<file path="config.mk">
export PLATFORM = sky130hd
export DESIGN_NAME = hp_word_timer_flat
export DESIGN_NICKNAME = d
export VERILOG_FILES = /design/src/rtl/hp_word_timer_if.sv /design/src/rtl/hp_word_timer.sv /design/src/flat_wrapper.sv
export SDC_FILE = /design/constraint.sdc
export NUM_CORES = 1
export LEC_CHECK = 0
export BUFFER_PORTS_ARGS = -buffer_cell sky130_fd_sc_hd__buf_2
export CAP_MARGIN = 5
export CORE_ASPECT_RATIO = 0.7
export CORE_MARGIN = 1
export CORE_UTILIZATION = 30
export CTS_CLUSTER_SIZE = 14
export DETAILED_ROUTE_END_ITERATION = 7
export GPL_ROUTABILITY_DRIVEN = 1
export PLACE_DENSITY = 0.52
export SLEW_MARGIN = 30
export SYNTH_ARGS = -nofsm -noshare
export SYNTH_HDL_FRONTEND = slang
export SYNTH_SLANG_ARGS = --single-unit
export TNS_END_PERCENT = 5
</file>
<file path="constraint.sdc">
create_clock -name clk -period 2.1 [get_ports clk]
set_clock_uncertainty 0.1 [all_clocks]
set_input_delay 0.105 -clock clk [delete_from_list [all_inputs] [get_ports clk]]
set_output_delay 0.105 -clock clk [all_outputs]
set_load 0.1 [all_outputs]
</file>
<file path="src/rtl/hp_word_timer_if.sv">
// rtl/hp_word_timer_if.sv - control inputs and timing outputs of hp_word_timer
`timescale 1ns/1ps
interface hp_word_timer_if #(
    parameter int CNT_W  = 6,
    parameter int WCNT_W = 16
);
    logic              run;
    logic              ext_sync;
    logic [CNT_W-3:0]  field_lo;
    logic [CNT_W-3:0]  field_hi;
    logic [CNT_W-1:0]  bit_cnt;
    logic [CNT_W-3:0]  digit;
    logic [1:0]        bit_in_digit;
    logic              sync;
    logic              word_start;
    logic              field_en;
    logic              busy;
    logic [WCNT_W-1:0] word_cnt;
    logic              locked;

    modport master (
        output run, ext_sync, field_lo, field_hi,
        input  bit_cnt, digit, bit_in_digit, sync, word_start, field_en,
               busy, word_cnt, locked
    );

    modport slave (
        input  run, ext_sync, field_lo, field_hi,
        output bit_cnt, digit, bit_in_digit, sync, word_start, field_en,
               busy, word_cnt, locked
    );
endinterface

</file>
<file path="src/rtl/hp_word_timer.sv">
// rtl/hp_word_timer.sv - bit-serial word timing sequencer with run/stop control
// Optional external sync realignment is built when HP_SYNC_LOCK_EN is defined.
`timescale 1ns/1ps
module hp_word_timer #(
    parameter int WORD_LEN   = 56,
    parameter int SYNC_START = 45,
    parameter int SYNC_LEN   = 10,
    parameter int CNT_W      = 6,
    parameter int WCNT_W     = 16
) (
    input  logic           clk,
    input  logic           rst,
    hp_word_timer_if.slave bus
);

    typedef enum logic [1:0] {
        IDLE     = 2'd0,
        RUN      = 2'd1,
        STOPPING = 2'd2
    } state_t;

    localparam logic [CNT_W-1:0] LAST_BIT = CNT_W'(WORD_LEN - 1);
    localparam logic [CNT_W-1:0] SYNC_LO  = CNT_W'(SYNC_START);
    localparam logic [CNT_W-1:0] SYNC_HI  = CNT_W'(SYNC_START + SYNC_LEN - 1);
    localparam logic [CNT_W-1:0] JUMP_TO  =
        (SYNC_START + 1 == WORD_LEN) ? '0 : CNT_W'(SYNC_START + 1);

    state_t            state;
    state_t            state_nxt;
    logic [CNT_W-1:0]  bit_cnt;
    logic [CNT_W-1:0]  bit_nxt;
    logic [WCNT_W-1:0] word_cnt;
    logic              active;
    logic              jump;
    logic              wrap;

    assign active = (state == RUN) || (state == STOPPING);
    // A realignment jump replaces the normal end-of-word wrap for that cycle.
    assign wrap   = (bit_cnt == LAST_BIT) && !jump;

`ifdef HP_SYNC_LOCK_EN
    logic ext_q;
    logic ext_prev;
    logic edge_seen;
    logic locked_r;

    always_ff @(posedge clk or posedge rst) begin
        if (rst) begin
            ext_q    <= 1'b0;
            ext_prev <= 1'b0;
        end else begin
            ext_q    <= bus.ext_sync;
            ext_prev <= ext_q;
        end
    end

    assign edge_seen = ext_q & ~ext_prev;
    assign jump      = active && edge_seen && (bit_cnt != SYNC_LO);

    always_ff @(posedge clk or posedge rst) begin
        if (rst) begin
            locked_r <= 1'b0;
        end else if (state_nxt == IDLE) begin
            locked_r <= 1'b0;
        end else if (active && edge_seen) begin
            locked_r <= (bit_cnt == SYNC_LO);
        end
    end

    assign bus.locked = locked_r;
`else
    assign jump       = 1'b0;
    assign bus.locked = active;
`endif

    always_comb begin
        state_nxt = state;
        bit_nxt   = bit_cnt;
        case (state)
            IDLE: begin
                bit_nxt = '0;
                if (bus.run) begin
                    state_nxt = RUN;
                end
            end
            RUN, STOPPING: begin
                if (jump) begin
                    bit_nxt = JUMP_TO;
                end else if (wrap) begin
                    bit_nxt = '0;
                end else begin
                    bit_nxt = bit_cnt + CNT_W'(1);
                end
                // Reasserted run keeps the current word going rather than restarting it.
                if (bus.run) begin
                    state_nxt = RUN;
                end else if (wrap) begin
                    state_nxt = IDLE;
                end else begin
                    state_nxt = STOPPING;
                end
            end
            default: begin
                state_nxt = IDLE;
                bit_nxt   = '0;
            end
        endcase
    end

    always_ff @(posedge clk or posedge rst) begin
        if (rst) begin
            state   <= IDLE;
            bit_cnt <= '0;
        end else begin
            state   <= state_nxt;
            bit_cnt <= bit_nxt;
        end
    end

    always_ff @(posedge clk or posedge rst) begin
        if (rst) begin
            word_cnt <= '0;
        end else if (active && wrap) begin
            word_cnt <= word_cnt + WCNT_W'(1);
        end
    end

    assign bus.bit_cnt      = bit_cnt;
    assign bus.digit        = bit_cnt[CNT_W-1:2];
    assign bus.bit_in_digit = bit_cnt[1:0];
    assign bus.sync         = active && (bit_cnt >= SYNC_LO) && (bit_cnt <= SYNC_HI);
    assign bus.word_start   = active && (bit_cnt == '0);
    assign bus.field_en     = active && (bus.field_lo <= bit_cnt[CNT_W-1:2])
                                     && (bit_cnt[CNT_W-1:2] <= bus.field_hi);
    assign bus.busy         = active;
    assign bus.word_cnt     = word_cnt;

endmodule

</file>
<file path="src/flat_wrapper.sv">
// flat-port wrapper written by rule: the top's interface ports become plain ports
module hp_word_timer_flat 
#(
    parameter int WORD_LEN   = 56,
    parameter int SYNC_START = 45,
    parameter int SYNC_LEN   = 10,
    parameter int CNT_W      = 6,
    parameter int WCNT_W     = 16
)
  (clk, rst, bus_run, bus_ext_sync, bus_field_lo, bus_field_hi, bus_bit_cnt, bus_digit, bus_bit_in_digit, bus_sync, bus_word_start, bus_field_en, bus_busy, bus_word_cnt, bus_locked);
  hp_word_timer_if #(.CNT_W(CNT_W), .WCNT_W(WCNT_W)) bus_i ();
  input  logic clk;
  input  logic rst;
  input wire logic [$bits(bus_i.run)-1:0] bus_run;
  input wire logic [$bits(bus_i.ext_sync)-1:0] bus_ext_sync;
  input wire logic [$bits(bus_i.field_lo)-1:0] bus_field_lo;
  input wire logic [$bits(bus_i.field_hi)-1:0] bus_field_hi;
  output wire logic [$bits(bus_i.bit_cnt)-1:0] bus_bit_cnt;
  output wire logic [$bits(bus_i.digit)-1:0] bus_digit;
  output wire logic [$bits(bus_i.bit_in_digit)-1:0] bus_bit_in_digit;
  output wire logic [$bits(bus_i.sync)-1:0] bus_sync;
  output wire logic [$bits(bus_i.word_start)-1:0] bus_word_start;
  output wire logic [$bits(bus_i.field_en)-1:0] bus_field_en;
  output wire logic [$bits(bus_i.busy)-1:0] bus_busy;
  output wire logic [$bits(bus_i.word_cnt)-1:0] bus_word_cnt;
  output wire logic [$bits(bus_i.locked)-1:0] bus_locked;
  assign bus_i.run = bus_run;
  assign bus_i.ext_sync = bus_ext_sync;
  assign bus_i.field_lo = bus_field_lo;
  assign bus_i.field_hi = bus_field_hi;
  assign bus_bit_cnt = bus_i.bit_cnt;
  assign bus_digit = bus_i.digit;
  assign bus_bit_in_digit = bus_i.bit_in_digit;
  assign bus_sync = bus_i.sync;
  assign bus_word_start = bus_i.word_start;
  assign bus_field_en = bus_i.field_en;
  assign bus_busy = bus_i.busy;
  assign bus_word_cnt = bus_i.word_cnt;
  assign bus_locked = bus_i.locked;
  hp_word_timer #(.WORD_LEN(WORD_LEN), .SYNC_START(SYNC_START), .SYNC_LEN(SYNC_LEN), .CNT_W(CNT_W), .WCNT_W(WCNT_W)) u_core (.clk(clk), .rst(rst), .bus(bus_i));
endmodule
</file>
==> reports/qor.yml <==
critical_path:
  critPathTopFamily: "flip-flops"
  endpoint_kind: "primary output"
  crit_path_max_incr_delay_ps: 490
  cp_cell_sequence: "inv_2 -> ha_4 -> nand3_2 -> o22ai_2 -> o22ai_1 -> and3b_2 -> buf_12"
  r2r_setup_slack_ps: 240
  arrival_ps: 1840
  crit_type: "reg -> out"
  required_ps: 1890
  crit_buf_inv: 2
  critPathMaxFanout: 8
  startpoint_type: "flip-flop"
  crit_slowest_cell: "dfrtp_4"
pwr:
  peakVddDrop_uv: 779
  total_power_mw: 2.07
  power_density_nw_per_um2: 1040
  p_leak_nw: 1.05
sta:
  rsz0062_at_grt: "yes"
  worstMarginPinSlew_ps: 659
  hold_slack_ps: 367
  slew_violations: 0
  slew-limit-headroom_pct: 55.6
  fin_crit_sh_pct: 97.2
  max_freq_mhz: 490
  hold_viol: 0
  min_period_ps: 2040
  finalSetupViolCount: 0
route:
  vias: 1157
  initialDrtViolationCount: 21
  drt-total-wl_um: 3110
  ant_nets: 0
  viasPerCell: 4.25
  drc: 0
  wire_per_inst_um: 11.4
  drt-pass1-iter-count: 4
cts:
  clock-root-buffer: "clkbuf_8"
  insertion_delay_ps: 260
  tritoncts: "yes"
  htree_levels: 1
  numCtsBuffers: 3
  clock_path_buffers: 2
  cts.sinks: 24
  path_clk_slew_ps: 80
die:
  die_y_um: 60.9
  coreArea_um2: 4780
  rows: 21
  dieArea_um2: 5240
  io_pins: 45
  die_x_um: 86.1
  initial_core_util_pct: 31.1
synth:
  syn_nets: 179
  synth_ff_type: "dfrtp_1"
  netlist_area_um2: 1490
  yosysWarnings: 0
  yosysSeqAreaShare_pct: 40.4
  synthTopCellsByArea: "dfrtp_1 (40%), ha_1 (13%), xnor2_1 (7.1%)"
  synth_top_area_cell: "dfrtp_1"
  syn-instance-count: 151
  avgSynthCellArea_um2: 9.84
  synthTopCellsByCount: "dfrtp_1 (24), ha_1 (16), inv_1 (15)"
  synth_cell_types: 30
  synth_edf_count: 0
  yosys_register_bits: 24
  synth_most_common_cell: "dfrtp_1"
  postSynth.asyncResetShare_pct: 100
  yosys.area.top_type_share_pct: 40.4
final_layout:
  fin_area_um2: 1990
  diodes: 0
  nNetsFinal: 232
  multiInputGateArea_um2: 845
  drive_gt1_share_pct: 41.4
  regArea_um2: 613
  fin_util_pct: 41.7
  syn2layout_area_growth_pct: 34.1
  final.fill_count: 496
  stdcell_count: 272
grt:
  grt_util_all_layers_pct: 11.5
  antenna_found_initial: 0
  grt-ovfl-total: 0
  grt_pass1_wl_um: 4700
  grt_max_degree: 18
  grt_pass1_vias: 975
placement:
  hpwlAfterDp_um: 2320
  dpl-instance-area_um2: 1790
  portBuffers: 43
  dp.cells: 258
  finalWeightedCongestion: 0.699
job:
  maxCapViolations: 0
status:
  status: "completed"
worst_hold_path:
  hold_class: "in -> async"
routing by layer:
layer	global-route usage, %	routed length [µm]
met4	1.43	0
met1	17.1	1710
met3	2.86	68
met5	0	0
met2	17.6	1330
area by class of cell:
type / count / area share (%)
inverter: 15 / 2.95
clock buffer: 4 / 2.26
multi-input combinational: 103 / 42.4
timing repair buffer: 57 / 17.3
sequential: 24 / 30.8
tap: 69 / 4.33
registers in the layout (all words and copies together), names as in the netlist:
name,flops
u_core.state,2
u_core.bus.bit_cnt,6
u_core.bus.word_cnt,16
timing repair:
action                                 CTS  global route
setup endpoints to repair                2             2
resized for setup                        4            10
endpoints found under the hold margin   18             0
pin swaps                                0             4
setup buffers                            0             8
hold buffers                             2             0
per-stage QoR:
step	worst slack (ps)	setup TNS, ps
floorplan	-75.6	-241
global placement	259	0
detailed placement	226	0
CTS	-6.51	-6.51
global route	-20.7	-33.7
finish	59.6	0
cells by family (layout without fill, tap and decap cells):
family | Yosys count | in the layout | share of synthesized area, %
and+or+nand+nor | 57 | 57 | 21.7
DFF | 24 | 24 | 40.4
buffers and inverters | 24 | 76 | 8.42
xor gates and xnor gates | 19 | 19 | 11.2
adders and majority gates | 16 | 16 | 13.5
AOI/OAI and AO/OA | 9 | 9 | 3.28
muxes | 2 | 2 | 1.52
cells in the final DEF (no fill, tap or decap), types with 3 or more instances in the layout:
cell type,count
buf_2,40
xnor2_1,12
ha_1,11
nand4_1,5
nand2_1,10
buf_4,13
o21ai_0,3
inv_1,13
nand3_1,7
xor2_1,7
dfrtp_2,4
ha_4,4
nor2_1,11
clkbuf_8,3
and3_1,3
dfrtp_1,18
and2_1,3
worst paths after layout:
| kind | startpoint | to | cells after the start |
|---|---|---|---|
| hold reg to reg | u_core.bus.word_cnt[15] | u_core.bus.word_cnt[15] | 1 |
| setup reg to reg | u_core.bus.bit_cnt[0] | u_core.state[1] | 5 |
| setup / recovery | u_core.bus.bit_cnt[3] | bus_field_en | 7 |
| min in group clk | u_core.bus.word_cnt[15] | u_core.bus.word_cnt[15] | 1 |
| hold / removal | rst | u_core.bus.bit_cnt[3] | 3 |
| max in group asynchronous | rst | u_core.bus.word_cnt[4] | 4 |
report_power, final:
| part | switching (mW) | internal, mW | leakage (nW) |
|---|---|---|---|
| clock network | 0.140 | 0.135 | 0.0228 |
| registers | 0.0457 | 0.503 | 0.321 |
| logic | 0.961 | 0.288 | 0.707 |
| total | 1.15 | 0.926 | 1.05 |
worst reg2reg max path, stage by stage (launching register included):
cell and delay, ps:
dfrtp_2 420, ha_1 280, nand4_1 110, o21ai_0 540, mux2_2 270, nor2_1 40
No activity file was read; power rests on OpenSTA's default activity.
